$ cat src/rtl/stopwatch_pkg.sv
// Shared definitions for the stopwatch display: core status codes, active-low
// 7-segment digit patterns {g,f,e,d,c,b,a} and the displayable minutes ceiling.
package stopwatch_pkg;

  typedef enum logic [1:0] {
    ST_IDLE  = 2'b00,
    ST_RUN   = 2'b01,
    ST_PAUSE = 2'b10
  } status_e;

  localparam logic [7:0] MAX_MINUTES = 8'd99;

  localparam logic [6:0] SEG_0   = 7'b1000000;
  localparam logic [6:0] SEG_1   = 7'b1111001;
  localparam logic [6:0] SEG_2   = 7'b0100100;
  localparam logic [6:0] SEG_3   = 7'b0110000;
  localparam logic [6:0] SEG_4   = 7'b0011001;
  localparam logic [6:0] SEG_5   = 7'b0010010;
  localparam logic [6:0] SEG_6   = 7'b0000010;
  localparam logic [6:0] SEG_7   = 7'b1111000;
  localparam logic [6:0] SEG_8   = 7'b0000000;
  localparam logic [6:0] SEG_9   = 7'b0010000;
  localparam logic [6:0] SEG_OFF = 7'b1111111;

  // Non-decimal codes blank the digit rather than showing hex glyphs.
  function automatic logic [6:0] seg_decode(input logic [3:0] d);
    case (d)
      4'd0:    return SEG_0;
      4'd1:    return SEG_1;
      4'd2:    return SEG_2;
      4'd3:    return SEG_3;
      4'd4:    return SEG_4;
      4'd5:    return SEG_5;
      4'd6:    return SEG_6;
      4'd7:    return SEG_7;
      4'd8:    return SEG_8;
      4'd9:    return SEG_9;
      default: return SEG_OFF;
    endcase
  endfunction

endpackage

$ cat src/rtl/stopwatch_display_if.sv
// Stopwatch core to display link: binary time/status in, multiplexed LED drive out.
interface stopwatch_display_if;
  logic [7:0] minutes;
  logic [5:0] seconds;
  logic [1:0] status;
  logic [3:0] an;
  logic [6:0] seg;
  logic       dp;

  modport master (output minutes, seconds, status, input an, seg, dp);
  modport slave  (input minutes, seconds, status, output an, seg, dp);
endinterface

$ cat src/rtl/bin2bcd_seq.sv
// Sequential shift-add-3 binary to two-digit BCD converter, one input bit per clock.
// bin must stay steady for the 8 cycles after load and hold a value below 100.
module bin2bcd_seq (
  input  logic       clk,
  input  logic       rst,
  input  logic       load,
  input  logic [7:0] bin,
  output logic       busy,
  output logic [7:0] bcd
);

  logic [7:0] acc;
  logic [7:0] acc_adj;
  logic [7:0] acc_next;
  logic [2:0] bit_cnt;

  function automatic logic [7:0] add3_nibbles(input logic [7:0] v);
    logic [7:0] r;
    r = v;
    if (v[3:0] >= 4'd5) r[3:0] = v[3:0] + 4'd3;
    if (v[7:4] >= 4'd5) r[7:4] = v[7:4] + 4'd3;
    return r;
  endfunction

  // MSB first; a hundreds carry cannot occur for inputs below 100.
  always_comb begin
    acc_adj  = add3_nibbles(acc);
    acc_next = 8'({acc_adj, bin[~bit_cnt]});
  end

  always_ff @(posedge clk) begin
    if (rst) begin
      acc     <= '0;
      bit_cnt <= '0;
      busy    <= 1'b0;
      bcd     <= '0;
    end else if (load) begin
      acc     <= '0;
      bit_cnt <= '0;
      busy    <= 1'b1;
    end else if (busy) begin
      acc     <= acc_next;
      bit_cnt <= bit_cnt + 3'd1;
      if (bit_cnt == 3'd7) begin
        busy <= 1'b0;
        bcd  <= acc_next;
      end
    end
  end

endmodule

$ cat src/rtl/stopwatch_display.sv
// Multiplexed 4-digit mm.ss LED driver; inputs are snapshotted once per scan frame.
// Define STOPWATCH_DISPLAY_BLINK_EN to blink the display while the core is paused.
module stopwatch_display
  import stopwatch_pkg::*;
#(
  parameter int unsigned REFRESH_DIV  = 4,
  parameter int unsigned BLINK_FRAMES = 4
) (
  input  logic               clk,
  input  logic               rst,
  stopwatch_display_if.slave disp
);

  localparam int unsigned      REF_W    = $clog2(REFRESH_DIV);
  localparam logic [REF_W-1:0] REF_LAST = REF_W'(REFRESH_DIV - 1);

  // A frame of 4*REFRESH_DIV cycles must cover the 8-cycle BCD conversion.
  if (REFRESH_DIV < 3 || BLINK_FRAMES < 1) begin : g_param_check
    $error("stopwatch_display: needs REFRESH_DIV >= 3 and BLINK_FRAMES >= 1");
  end

  logic [REF_W-1:0] ref_cnt;
  logic [1:0]       dig_idx;
  logic             slot_end;
  logic             frame_end;
  logic [7:0]       snap_min_p0;
  logic [5:0]       snap_sec_p0;
  logic [7:0]       min_bcd;
  logic [7:0]       sec_bcd;
  logic             min_busy;
  logic             sec_busy;
  logic [7:0]       disp_min_p1;
  logic [7:0]       disp_sec_p1;
  logic [3:0]       cur_digit;
  logic             blank;

  function automatic logic [7:0] sat_minutes(input logic [7:0] m);
    return (m > MAX_MINUTES) ? MAX_MINUTES : m;
  endfunction

  assign slot_end  = (ref_cnt == REF_LAST);
  assign frame_end = slot_end && (dig_idx == 2'd3);

  always_ff @(posedge clk) begin
    if (rst) begin
      ref_cnt <= '0;
      dig_idx <= '0;
    end else if (slot_end) begin
      ref_cnt <= '0;
      dig_idx <= dig_idx + 2'd1;
    end else begin
      ref_cnt <= ref_cnt + REF_W'(1);
    end
  end

  // ---- stage p0: frame-boundary snapshot of the core time ----
  always_ff @(posedge clk) begin
    if (rst) begin
      snap_min_p0 <= '0;
      snap_sec_p0 <= '0;
    end else if (frame_end) begin
      snap_min_p0 <= sat_minutes(disp.minutes);
      snap_sec_p0 <= disp.seconds;
    end
  end

  // Converters start on the capture edge and read the snapshot from the next cycle.
  bin2bcd_seq u_min_bcd (
    .clk  (clk),
    .rst  (rst),
    .load (frame_end),
    .bin  (snap_min_p0),
    .busy (min_busy),
    .bcd  (min_bcd)
  );

  bin2bcd_seq u_sec_bcd (
    .clk  (clk),
    .rst  (rst),
    .load (frame_end),
    .bin  ({2'b00, snap_sec_p0}),
    .busy (sec_busy),
    .bcd  (sec_bcd)
  );

  // ---- stage p1: displayed BCD, swapped only at frame starts ----
  always_ff @(posedge clk) begin
    if (rst) begin
      disp_min_p1 <= '0;
      disp_sec_p1 <= '0;
    end else if (frame_end && !min_busy && !sec_busy) begin
      disp_min_p1 <= min_bcd;
      disp_sec_p1 <= sec_bcd;
    end
  end

  always_comb begin
    cur_digit = disp_sec_p1[3:0];
    case (dig_idx)
      2'd0:    cur_digit = disp_sec_p1[3:0];
      2'd1:    cur_digit = disp_sec_p1[7:4];
      2'd2:    cur_digit = disp_min_p1[3:0];
      default: cur_digit = disp_min_p1[7:4];
    endcase
  end

`ifdef STOPWATCH_DISPLAY_BLINK_EN
  localparam int unsigned BLK_W = (BLINK_FRAMES > 1) ? $clog2(BLINK_FRAMES) : 1;

  logic [1:0]       snap_status_p0;
  logic [BLK_W-1:0] frame_cnt;
  logic             blink_off;

  // Blink follows the status captured with the digits now being loaded, so both share one latency.
  always_ff @(posedge clk) begin
    if (rst) begin
      snap_status_p0 <= ST_IDLE;
      frame_cnt      <= '0;
      blink_off      <= 1'b0;
    end else if (frame_end) begin
      snap_status_p0 <= disp.status;
      if (snap_status_p0 != ST_PAUSE) begin
        frame_cnt <= '0;
        blink_off <= 1'b0;
      end else if (frame_cnt == BLK_W'(BLINK_FRAMES - 1)) begin
        frame_cnt <= '0;
        blink_off <= ~blink_off;
      end else begin
        frame_cnt <= frame_cnt + BLK_W'(1);
      end
    end
  end

  assign blank = blink_off;
`else
  assign blank = 1'b0;
`endif

  // ---- stage p2: registered LED drive for the current digit slot ----
  always_ff @(posedge clk) begin
    if (rst) begin
      disp.an  <= 4'hF;
      disp.seg <= SEG_OFF;
      disp.dp  <= 1'b1;
    end else begin
      disp.seg <= seg_decode(cur_digit);
      if (blank) begin
        disp.an <= 4'hF;
        disp.dp <= 1'b1;
      end else begin
        disp.an <= ~(4'b0001 << dig_idx);
        disp.dp <= (dig_idx != 2'd2);
      end
    end
  end

endmodule

$ cat src/flat_wrapper.sv
// flat-port wrapper written by rule: the top's interface ports become plain ports
module stopwatch_display_flat import stopwatch_pkg::*;
#(
  parameter int unsigned REFRESH_DIV  = 4,
  parameter int unsigned BLINK_FRAMES = 4
)
  (clk, rst, disp_minutes, disp_seconds, disp_status, disp_an, disp_seg, disp_dp);
  stopwatch_display_if disp_i ();
  input  logic clk;
  input  logic rst;
  input wire logic [$bits(disp_i.minutes)-1:0] disp_minutes;
  input wire logic [$bits(disp_i.seconds)-1:0] disp_seconds;
  input wire logic [$bits(disp_i.status)-1:0] disp_status;
  output wire logic [$bits(disp_i.an)-1:0] disp_an;
  output wire logic [$bits(disp_i.seg)-1:0] disp_seg;
  output wire logic [$bits(disp_i.dp)-1:0] disp_dp;
  assign disp_i.minutes = disp_minutes;
  assign disp_i.seconds = disp_seconds;
  assign disp_i.status = disp_status;
  assign disp_an = disp_i.an;
  assign disp_seg = disp_i.seg;
  assign disp_dp = disp_i.dp;
  stopwatch_display #(.REFRESH_DIV(REFRESH_DIV), .BLINK_FRAMES(BLINK_FRAMES)) u_core (.clk(clk), .rst(rst), .disp(disp_i));
endmodule
$ cat config.mk
export PLATFORM = sky130hd
export DESIGN_NAME = stopwatch_display_flat
export DESIGN_NICKNAME = d
export VERILOG_FILES = /design/src/rtl/stopwatch_pkg.sv /design/src/rtl/stopwatch_display_if.sv /design/src/rtl/bin2bcd_seq.sv /design/src/rtl/stopwatch_display.sv /design/src/flat_wrapper.sv
export SDC_FILE = /design/constraint.sdc
export NUM_CORES = 1
export LEC_CHECK = 0
export BUFFER_PORTS_ARGS = -buffer_cell sky130_fd_sc_hd__clkbuf_2
export CAP_MARGIN = 25
export CORE_AREA = 2 2 100 121
export DETAILED_ROUTE_END_ITERATION = 6
export DIE_AREA = 0 0 102 123
export PLACE_DENSITY = 0.56
export REMOVE_ABC_BUFFERS = 1
export SLEW_MARGIN = 0
export SYNTH_ARGS = -nofsm -noshare
export SYNTH_HDL_FRONTEND = slang
export SYNTH_HIERARCHICAL = 1
export SYNTH_SLANG_ARGS = --single-unit
$ cat constraint.sdc
create_clock -name clk -period 4.7 [get_ports clk]
set_clock_uncertainty 0.1 [all_clocks]
set_input_delay 0.705 -clock clk [delete_from_list [all_inputs] [get_ports clk]]
set_output_delay 0.705 -clock clk [all_outputs]
set_load 0.02 [all_outputs]
==> summary.md, run 1 <==
| Metric | Value |
|---|---|
| Largest net degree at the start of global routing | `33` |
| ANT cells | `0` |
| Synth Area in Adders | `0.0736` |
| # setup viols final | `0` |
| Final min period | `2310 ps` |
| Tcrit/Tclk final | `0.492` |
| Worst-skew pair later-pin latency | `330 ps` |
| Design area | `4450 um2` |
| Setup_tns | `0 ps` |
| Slew Limit Fails | `0` |
| Pwr Density | `347 nW/um2` |
| VDD IR-drop max | `0.000164 V` |
| Synthesized area | `slightly below 4000 um2` |
| Simple-gate area share of the yosys netlist | `0.217` |
| WL/cell | `between 10 and 15 um` |
| Via count | `2971` |
| CP max FO | `5` |
| Top Family by Delay on Critical Path | `adder cells` |
| Die Height | `123 um` |
| Fill cells | `1212` |
| CP Data Required Time | `4810 ps` |
| Post-synthesis mux area share | `0.0592` |
| RSZ-0062 raised after global routing | `no` |
| Maxcap violations | `0` |
| Max Root-Sink Buffers | `2` |
| Number of global-route vias before repair | `2877` |
| Placed Instance Area | `4120 um2` |
| FP Rows | `43` |
| Detailed Place HPWL | `5140 um` |
| Total gr overflow | `0` |
| Compound-gate portion of the synthesized area | `0.143` |
| Final Total Pwr | `1540 uW` |
| Total CTS buffers | `9` |
| CTS tree | `done` |
| Status | `completed` |
| Area grow syn2layout | `13.8%` |
| DRC | `0` |
| Antenna violations before repair | `0` |
| Sequential share of the synthesized area | `0.435` |
| Final core utilization | `0.390` |
| GP Congestion | `0.727` |
| Avg Synthesized Cell Area | `slightly below 9 um2` |
| Yosys cell types | `42` |
| IO Port Bufs | `27` |
| #FFs+latches synth | `85` |
| Final WL | `7280 um` |
| Die area | `approximately 13000 um2` |
| Hold Path Stages | `1` |
| Io pins | `30` |
| Arr. time, crit path | `between 2000 and 2500 ps` |
| Register Area | `1700 um2` |
| H-Tree Depth | `3` |
| First-pass DRT Iterations | `4` |
| Worst-margin pin slew | `798 ps` |
| Buf/Inv on CP | `2` |
| R2R depth | `8` |
| Clock root buffer | `clkbuf_16` |
| Main combinational cell family by area after synthesis | `simple AND/OR/NAND/NOR gates` |
| Clk slew on worst S/H paths | `around 60 ps` |
| Hold Vio Cnt, Final | `0` |
| Postcts setup bufs | `0` |
| HP Class | `register to register` |
| First-pass GRT wire length | `12800 um` |
| Largest area contributor in the netlist | `dfxtp_1` |
| Critical path's slowest cell | `dfxtp_1` |
| Max Fclk | `roughly 430 MHz` |
| Synth Warn # | `6` |
| CP max stage delay | `420 ps` |
| Post_cts resized | `0` |
| GR Util All Layers | `0.127` |
| Post-route ant nets | `0` |
| Headroom to the max-slew limit | `0.467` |
| Post-synth top area share | `0.435` |
| Share of cells above drive strength 1 | `0.127` |
| Crit path depth | `8` |
| CTS sink count | `85` |
| Cells after synthesis | `440` |
| Setup CP Type | `register to register` |
| Die width | `around 100 um` |
| Drt initial violations | `112` |
| Crit. End Element | `register` |
| Area of the multi-input gates | `roughly 2000 um2` |
| Initial core utilization | `0.343` |
| Cts hold-fix bufs | `0` |
| Top post-synthesis cells by area | `dfxtp_1 44%, ha_1 7.4%, a21oi_1 6.3%` |
| Leakage | `0.00163 uW` |
| Via/cell ratio | `4.79` |
| Final net count | `499` |
| XOR/XNOR share of the synthesized area | `0.0179` |
| Area of the core | `around 11000 um2` |
| Worst setup SP type | `register` |
| Cell Chain, Critical Path | `inv_1, ha_1, a222oi_1, mux2_2, inv_1, ha_1, nor4_1, a21oi_1` |
-- where the power goes --
group / switching [uW] / internal, uW
Sequential: 2.91 / 727
Clock: 274 / 495
Combinational: 28.8 / 16.2
-- sequential cells by signal, indices dropped and copies added (netlist names) --
| signal | cells |
|---|---|
| u_core/u_sec_bcd/bcd | 8 |
| u_core/u_sec_bcd/bit_cnt | 3 |
| u_core/snap_sec_p0 | 6 |
| u_core/u_sec_bcd/busy | 1 |
| u_core/u_min_bcd/acc | 8 |
| u_core/disp.seg | 7 |
| u_core/disp.an | 4 |
| u_core/dig_idx | 2 |
| u_core/disp_min_p1 | 8 |
| u_core/u_min_bcd/bit_cnt | 3 |
| u_core/disp_sec_p1 | 8 |
| u_core/snap_min_p0 | 8 |
| u_core/u_sec_bcd/acc | 8 |
| u_core/u_min_bcd/busy | 1 |
| u_core/u_min_bcd/bcd | 8 |
| u_core/ref_cnt | 2 |
-- cells in the mapped netlist (all sizes together) --
library cell   n
dfxtp         85
nand2         66
a21oi         49
nor2          32
o21ai         28
ha            23
inv           21
nand3b        18
mux2i         16
buf           14
nand3          9
a211oi         8
clkbuf         8
xnor2          8
nor3b          7
mux2           6
nor3           6
or3            6
nand2b         4
or2            4
a222oi         3
and3           3
nor4           3
a22oi          2
a311oi         2
and2           2
nand4          2
a21boi         1
a22o           1
a31oi          1
conb           1
o31ai          1
-- area by class of cell --
cell class / count / area share
inverters: 21 / 0.0177
well taps: 157 / 0.0442
flip-flops and latches: 85 / 0.382
repair buffers: 28 / 0.0321
clock inverters: 3 / 0.0152
multi-input cells: 313 / 0.450
clock buffers: 13 / 0.0585
-- metrics by stage --
| stage | instances | hold WS, ps | setup slack (ps) |
|---|---|---|---|
| after floorplan | 419 | 300 | 2640 |
| after global placement | 604 | 314 | 2390 |
| after detailed placement | 604 | 319 | 2360 |
| after CTS | 620 | 329 | 2370 |
| after global routing | 620 | 333 | 2200 |
| final | 620 | 325 | 2390 |
-- cells in the final DEF (no fill, tap or decap), types with 2 or more instances in the layout --
| cell type | synthesis | routed |
|---|---|---|
| nor3_1 | 5 | 5 |
| a222oi_1 | 3 | 3 |
| clkbuf_16 | 0 | 9 |
| dfxtp_1 | 85 | 85 |
| nor4_1 | 3 | 3 |
| a311oi_1 | 2 | 2 |
| nor2_1 | 32 | 32 |
| nand3b_4 | 2 | 2 |
| ha_1 | 23 | 23 |
| nand2b_1 | 4 | 4 |
| inv_1 | 21 | 21 |
| mux2i_1 | 15 | 15 |
| and2_1 | 2 | 2 |
| clkbuf_2 | 0 | 27 |
| nand2_1 | 65 | 65 |
| nand3b_1 | 16 | 16 |
| a211oi_1 | 8 | 8 |
| or3_1 | 6 | 6 |
| clkbuf_1 | 8 | 2 |
| xnor2_1 | 8 | 8 |
| or2_2 | 2 | 2 |
| and3_1 | 3 | 3 |
| conb_1 | 1 | 2 |
| o21ai_0 | 26 | 26 |
| clkbuf_8 | 0 | 2 |
| o21ai_1 | 2 | 2 |
| or2_1 | 2 | 2 |
| bufinv_16 | 0 | 2 |
| nor3b_1 | 5 | 5 |
| nand4_1 | 2 | 2 |
| nand3_1 | 9 | 9 |
| mux2_2 | 6 | 6 |
| a21oi_1 | 49 | 49 |
| nor3b_4 | 2 | 2 |
-- final timing paths --
check	from	end	slack, ps
max	u_core/dig_idx[0]$_SDFFE_PP0N_	u_core/disp.seg[5]$_SDFF_PP1_	2390
min	u_core/ref_cnt[0]$_SDFF_PP0_	u_core/ref_cnt[0]$_SDFF_PP0_	320
max reg2reg	u_core/dig_idx[0]$_SDFFE_PP0N_	u_core/disp.seg[5]$_SDFF_PP1_	2390
min reg2reg	u_core/ref_cnt[0]$_SDFF_PP0_	u_core/ref_cnt[0]$_SDFF_PP0_	320
-- layer usage --
layer  routed length (um)  vias up  share of wire  global-route usage
met1                 3470     1371           0.48               0.155
li1                     -     1554              -                   -
met2                 3480       38           0.48               0.213
met4                  117        0          0.016              0.0492
met3                  213        8          0.029              0.0356
met5                    0        -              0                   0
-- cells by family (layout without fill, tap and decap cells) --
family	count (synthesis)	in the layout
xor+xnor	8	8
compound gates	96	96
fa+ha+maj	23	23
other cells	1	2
buf+inv	43	65
simple gates	162	162
mux	22	22
flops	85	85
Power figures use the tool's default switching activity.
==> run 2, diff against run 1 <==
==> constraint.sdc (replaced) <==
create_clock -name clk -period 2.15 [get_ports clk]
set_clock_uncertainty 0.1 [all_clocks]
set_input_delay 0.3225 -clock clk [delete_from_list [all_inputs] [get_ports clk]]
set_output_delay 0.3225 -clock clk [all_outputs]
set_load 0.02 [all_outputs]
==> summary.md, run 2 (same netlist as run 1, synthesis figures left out) <==
| Metric | Value |
|---|---|
| Worst setup SP type | `register` |
| GP Congestion | `0.815 (+12%)` |
| Clk pwr share | `0.515 (+0.017)` |
| Via/cell ratio | `4.78 (-0.15%)` |
| Sw Ratio | `0.202 (+0.00383)` |
| Max Fclk | `484 MHz (+12%)` |
| Post-route ant nets | `0 (unchanged)` |
| Slew Limit Fails | `0 (unchanged)` |
| Final net count | `525 (+5.2%)` |
| CTS sink count | `85 (unchanged)` |
| Leakage | `0.00179 uW (+9.9%)` |
| Most frequent cells in the layout | `83 x dfxtp_1, 65 x nand2_1, 49 x a21oi_1, 32 x nor2_1` |
| Status | `completed` |
| Antenna violations before repair | `0 (unchanged)` |
| Final min period | `2070 ps (-246 ps)` |
| Die area | `12500 um2 (unchanged)` |
| DRC | `0 (unchanged)` |
| H-Tree Depth | `3 (unchanged)` |
| Number of global-route vias before repair | `2910 (+1.1%)` |
| FP Rows | `43 (unchanged)` |
| WL/cell | `11.8 um (+0.65%)` |
| Drt initial violations | `100 (-11%)` |
| Die width | `102 um (unchanged)` |
| Initial core utilization | `0.343 (unchanged)` |
| Maxcap violations | `0 (unchanged)` |
| Die Height | `123 um (unchanged)` |
| Headroom to the max-slew limit | `0.659 (+0.192)` |
| ANT cells | `0 (unchanged)` |
| Via count | `3091 (+4.0%)` |
| Internal | `2820 uW (+130%)` |
| # setup viols final | `0 (unchanged)` |
| GR Util All Layers | `0.131 (+0.00410)` |
| First-pass GRT wire length | `13000 um (+1.9%)` |
| Max Root-Sink Buffers | `2 (unchanged)` |
| CP max FO | `5 (unchanged)` |
| Share of cells above drive strength 1 | `0.196 (+0.0689)` |
| Final Total Pwr | `3530 uW (+130%)` |
| HP Class | `primary input to register` |
| Total gr overflow | `0 (unchanged)` |
| Crit. End Element | `register` |
| Final hold slack | `101 ps (-224 ps)` |
| Worst-skew pair later-pin latency | `340 ps (about the same)` |
| Most common cell after layout, fill and taps aside | `dfxtp_1` |
| Combinational Power Share | `0.033 (+0.004)` |
| Io pins | `30 (unchanged)` |
| Final WL | `7640 um (+4.9%)` |
| First-pass DRT Iterations | `5 (+1)` |
| Design area | `4720 um2 (+6.0%)` |
| Sequential share of power | `0.452 (-0.021)` |
| Sw Pwr | `711 uW (+130%)` |
| Setup CP Type | `register to register` |
| Total CTS buffers | `9 (unchanged)` |
| Placed Instance Area | `4290 um2 (+4.2%)` |
| Pwr Density | `747 nW/um2 (+120%)` |
| Detailed Place HPWL | `5520 um (+7.4%)` |
| VDD IR-drop max | `0.000386 V (+140%)` |
| Worst-margin pin slew | `511 ps (-287 ps)` |
| CP Data Required Time | `2250 ps (-2560 ps)` |
| Largest net degree at the start of global routing | `22 (-33%)` |
| Clk slew on worst S/H paths | `60 ps (about the same)` |
| Area of the core | `11400 um2 (unchanged)` |
| CTS tree | `done` |
| Area grow syn2layout | `20.6%` |
| Hold Vio Cnt, Final | `0 (unchanged)` |
| IO Port Bufs | `27 (unchanged)` |
| Tcrit/Tclk final | `0.961 (+0.469)` |
| Clock root buffer | `clkbuf_16` |
| Arr. time, crit path | `2170 ps (-250 ps)` |
-- run 2: changes by cell type in the layout (fill, tap and decap cells not counted), sizes merged --
| cell | delta |
|---|---|
| inv | +1 |
| bufinv | +1 |
| clkinv | +2 |
| clkinvlp | -1 |
| clkbuf | -3 |
| buf | +26 |
-- run 2: per-layer routing --
layer | wire length (um) | up-vias | GRT usage
met1 | 3580 | 1428 | 0.159
met5 | 0 | - | 0
met2 | 3650 | 51 | 0.219
met3 | 251 | 9 | 0.0345
met4 | 148 | 0 | 0.0583
li1 | - | 1603 | -
-- run 2: area by class of cell --
cell class	count	area (um2)
clock inverter	6	119
inverter	21	78.8
tap	157	196
clock buffer	10	239
timing repair buffer	54	338
multi-input combinational	313	2040
sequential	85	1700
fill	1203	6690
-- run 2: worst paths after layout --
kind	startpoint	endpoint	slack, ps	cells after the start
worst max-delay path	u_core/dig_idx[1]$_SDFFE_PP0N_	u_core/disp.seg[2]$_SDFF_PP1_	80	8
worst min-delay path	disp_seconds[3]	u_core/snap_sec_p0[3]$_SDFFE_PP0N_	100	3
worst max register to register	u_core/dig_idx[1]$_SDFFE_PP0N_	u_core/disp.seg[2]$_SDFF_PP1_	80	8
worst min register to register	u_core/ref_cnt[0]$_SDFF_PP0_	u_core/ref_cnt[0]$_SDFF_PP0_	320	1
-- run 2: power groups by stage --
| stage | combinational, uW | clock, uW | sequential, uW |
|---|---|---|---|
| finish | 115 | 1820 | 1600 |
| global route | 129 | 1930 | 1600 |
| CTS | 115 | 1860 | 1600 |
| detailed placement | 114 | 0 | 1630 |
| global placement | 112 | 0 | 1630 |
| floorplan | 37.5 | 0 | 1640 |
-- run 2: critical path: stages (launching register included) --
cell	delay, ps
dfxtp_2	320
buf_4	130
ha_1	220
a222oi_1	370
mux2i_2	200
buf_4	180
buf_4	130
nor3b_2	190
o21ai_1	100
-- run 2: repair_timing --
action | CTS | global route
gates resized for setup | 2 | 9
pin swaps | 2 | 4
setup endpoints to repair | 3 | 6
hold buffers | 0 | 0
buffers inserted | 2 | 1
-- run 2: stage by stage --
stage / setup WS, ps / utilization / cells / setup TNS (ps)
2_1_floorplan: 90.8 / - / 419 / 0
3_3_place_gp: 31.7 / 0.376 / 627 / 0
3_5_place_dp: -41.2 / 0.376 / 627 / -93.7
4_1_cts: 49.0 / 0.410 / 645 / 0
5_1_grt: -18.0 / 0.414 / 646 / -27.0
6_report: 83.2 / 0.414 / 646 / 0
==> run 3, diff against run 2 <==
--- a/config.mk
+++ b/config.mk
@@ -5,6 +5,7 @@
 export SDC_FILE = /design/constraint.sdc
 export NUM_CORES = 1
 export LEC_CHECK = 0
+export ABC_CLOCK_PERIOD_IN_PS = 2700
 export BUFFER_PORTS_ARGS = -buffer_cell sky130_fd_sc_hd__clkbuf_2
 export CAP_MARGIN = 25
 export CORE_AREA = 2 2 100 121
==> constraint.sdc (replaced) <==
create_clock -name clk -period 2.7 [get_ports clk]
set_clock_uncertainty 0.1 [all_clocks]
set_input_delay 0.405 -clock clk [delete_from_list [all_inputs] [get_ports clk]]
set_output_delay 0.405 -clock clk [all_outputs]
set_load 0.02 [all_outputs]
==> summary.md, run 3 (same netlist as run 1, synthesis figures left out) <==
| Metric | Value |
|---|---|
| Antenna violations before repair | `0 (unchanged)` |
| Min-Delay Startpoint | `disp_seconds[4]` |
| Final Total Pwr | `2790 uW (-21%)` |
| FP Rows | `43 (unchanged)` |
| IO Port Bufs | `27 (unchanged)` |
| Setup CP Type | `register to register` |
| Headroom to the max-slew limit | `0.449 (-0.210)` |
| Post-route ant nets | `0 (unchanged)` |
| Setup_tns | `0 ps (unchanged)` |
| Via/cell ratio | `4.83 (+0.86%)` |
| Worst setup SP type | `register` |
| Final net count | `500 (-4.8%)` |
| Arr. time, crit path | `2400 ps (+230 ps)` |
| Most common cell after layout, fill and taps aside | `dfxtp_1` |
| Worst-margin pin slew | `825 ps (+313 ps)` |
| Most frequent cells in the layout | `85 x dfxtp_1, 65 x nand2_1, 49 x a21oi_1, 32 x nor2_1, 27 x clkbuf_2` |
| R2R depth | `8 (unchanged)` |
| Number of global-route vias before repair | `2857 (-1.8%)` |
| Crit. End Element | `register` |
| Slew Limit Fails | `0 (unchanged)` |
| WL/cell | `12.0 um (+1.4%)` |
| First-pass DRT Iterations | `4 (-1)` |
| Final WL | `7440 um (-2.5%)` |
| Die area | `12500 um2 (unchanged)` |
| Status | `completed` |
| Total CTS buffers | `9 (unchanged)` |
| Maxcap violations | `0 (unchanged)` |
| Hold Vio Cnt, Final | `0 (unchanged)` |
| Die width | `102 um (unchanged)` |
| VDD IR-drop max | `0.000284 V (-26%)` |
| Area grow syn2layout | `14.7%` |
| CP max FO | `5 (unchanged)` |
| Drt initial violations | `127 (+27%)` |
| Cts hold-fix bufs | `0 (unchanged)` |
| Pwr Density | `622 nW/um2 (-17%)` |
| CTS sink count | `85 (unchanged)` |
| Leakage | `0.00165 uW (-7.8%)` |
| Detailed Place HPWL | `5310 um (-3.8%)` |
| Hold Path Stages | `3 (unchanged)` |
| Max Root-Sink Buffers | `2 (unchanged)` |
| Via count | `2997 (-3.0%)` |
| CTS tree | `done` |
| HP Class | `primary input to register` |
| Largest net degree at the start of global routing | `35 (+59%)` |
| Postcts setup bufs | `0 (-2)` |
| Die Height | `123 um (unchanged)` |
| Reg2reg end | `u_core/disp.seg[5]$_SDFF_PP1_` |
| Tcrit/Tclk final | `0.848 (-0.113)` |
| GR Util All Layers | `0.127 (-0.00438)` |
| First-pass GRT wire length | `12700 um (-2.2%)` |
| WHS Endpoint | `u_core/snap_sec_p0[4]$_SDFFE_PP0N_` |
| Worst-skew pair later-pin latency | `330 ps (about the same)` |
| Clock root buffer | `clkbuf_16` |
| FF-to-FF Start | `u_core/dig_idx[1]$_SDFFE_PP0N_` |
| Final min period | `2290 ps (+223 ps)` |
| Clk slew on worst S/H paths | `60 ps (about the same)` |
| Final core utilization | `0.393 (-0.0202)` |
| Initial core utilization | `0.343 (unchanged)` |
| ANT cells | `0 (unchanged)` |
| Post_cts resized | `0 (-2)` |
| Flop2flop setup slack | `410 ps (+330 ps)` |
| RSZ-0062 raised after global routing | `no` |
| # setup viols final | `0 (unchanged)` |
| GP Congestion | `0.776 (-4.8%)` |
| CP Data Required Time | `2810 ps (+560 ps)` |
| H-Tree Depth | `3 (unchanged)` |
| Area of the core | `11400 um2 (unchanged)` |
| DRC | `0 (unchanged)` |
| Share of cells above drive strength 1 | `0.134 (-0.0627)` |
| Total gr overflow | `0 (unchanged)` |
| Io pins | `30 (unchanged)` |
| Max Fclk | `437 MHz (-9.7%)` |
==> run 3: cell count changes in the layout (fill, tap and decap cells not counted), moves of 2 or more <==
cell	delta
nor3b_2	-2
nor4_1	+2
nor3b_1	+2
buf_4	-25
dfxtp_2	-2
dfxtp_1	+2
==> run 3: worst max-delay path by stage <==
stage	start	cells after the start	to	slack (ps)
3_5_place_dp	u_core/dig_idx[1]$_SDFFE_PP0N_	8	u_core/disp.seg[5]$_SDFF_PP1_	430
3_3_place_gp	u_core/dig_idx[0]$_SDFFE_PP0N_	7	u_core/disp.seg[3]$_SDFF_PP1_	410
6_report	u_core/dig_idx[1]$_SDFFE_PP0N_	8	u_core/disp.seg[5]$_SDFF_PP1_	410
5_1_grt	u_core/dig_idx[1]$_SDFFE_PP0N_	8	u_core/disp.seg[5]$_SDFF_PP1_	140
2_1_floorplan	u_core/dig_idx[1]$_SDFFE_PP0N_	7	u_core/disp.seg[3]$_SDFF_PP1_	640
4_1_cts	u_core/dig_idx[1]$_SDFFE_PP0N_	8	u_core/disp.seg[5]$_SDFF_PP1_	420
==> run 3: through the flow <==
| stage | instances | hold slack (ps) | instance area [um2] | setup WS [ps] |
|---|---|---|---|---|
| after detailed placement | 605 | 334 | 4130 | 430 |
| after global routing | 621 | 196 | 4490 | 142 |
| final | 621 | 188 | 4490 | 410 |
| after floorplan | 419 | 300 | 3780 | 641 |
| after CTS | 621 | 174 | 4490 | 422 |
| after global placement | 605 | 313 | 4130 | 412 |
==> run 3: layer usage <==
metal	wire length, um	up-vias	track usage	part of all wire
met5	0	-	0	0
met4	82	0	0.0517	0.011
met3	293	4	0.0305	0.039
met2	3620	48	0.217	0.49
met1	3450	1395	0.152	0.46
li1	-	1550	-	-
==> run 3: power breakdown <==
part	switching, uW	total, uW	internal, uW
logic	49.3	77.6	28.2
clock network	487	1440	956
registers	4.95	1270	1270
==> run 3: cell type report <==
cell class	instances	area, um2
Timing Repair Buffer	29	150
Sequential cell	85	1700
Tap cell	157	196
Clock buffer	11	253
Clock inverter	5	106
Multi-Input combinational cell	313	2000
Fill cell	1178	6920
Inverter	21	78.8
==> run 3: critical path: stages, from the launching register on <==
cell      delay, ps
dfxtp_1         400
inv_1            80
ha_1            240
a222oi_1        380
mux2_2          280
inv_1            70
ha_1            190
nor4_1          350
a21oi_1          70
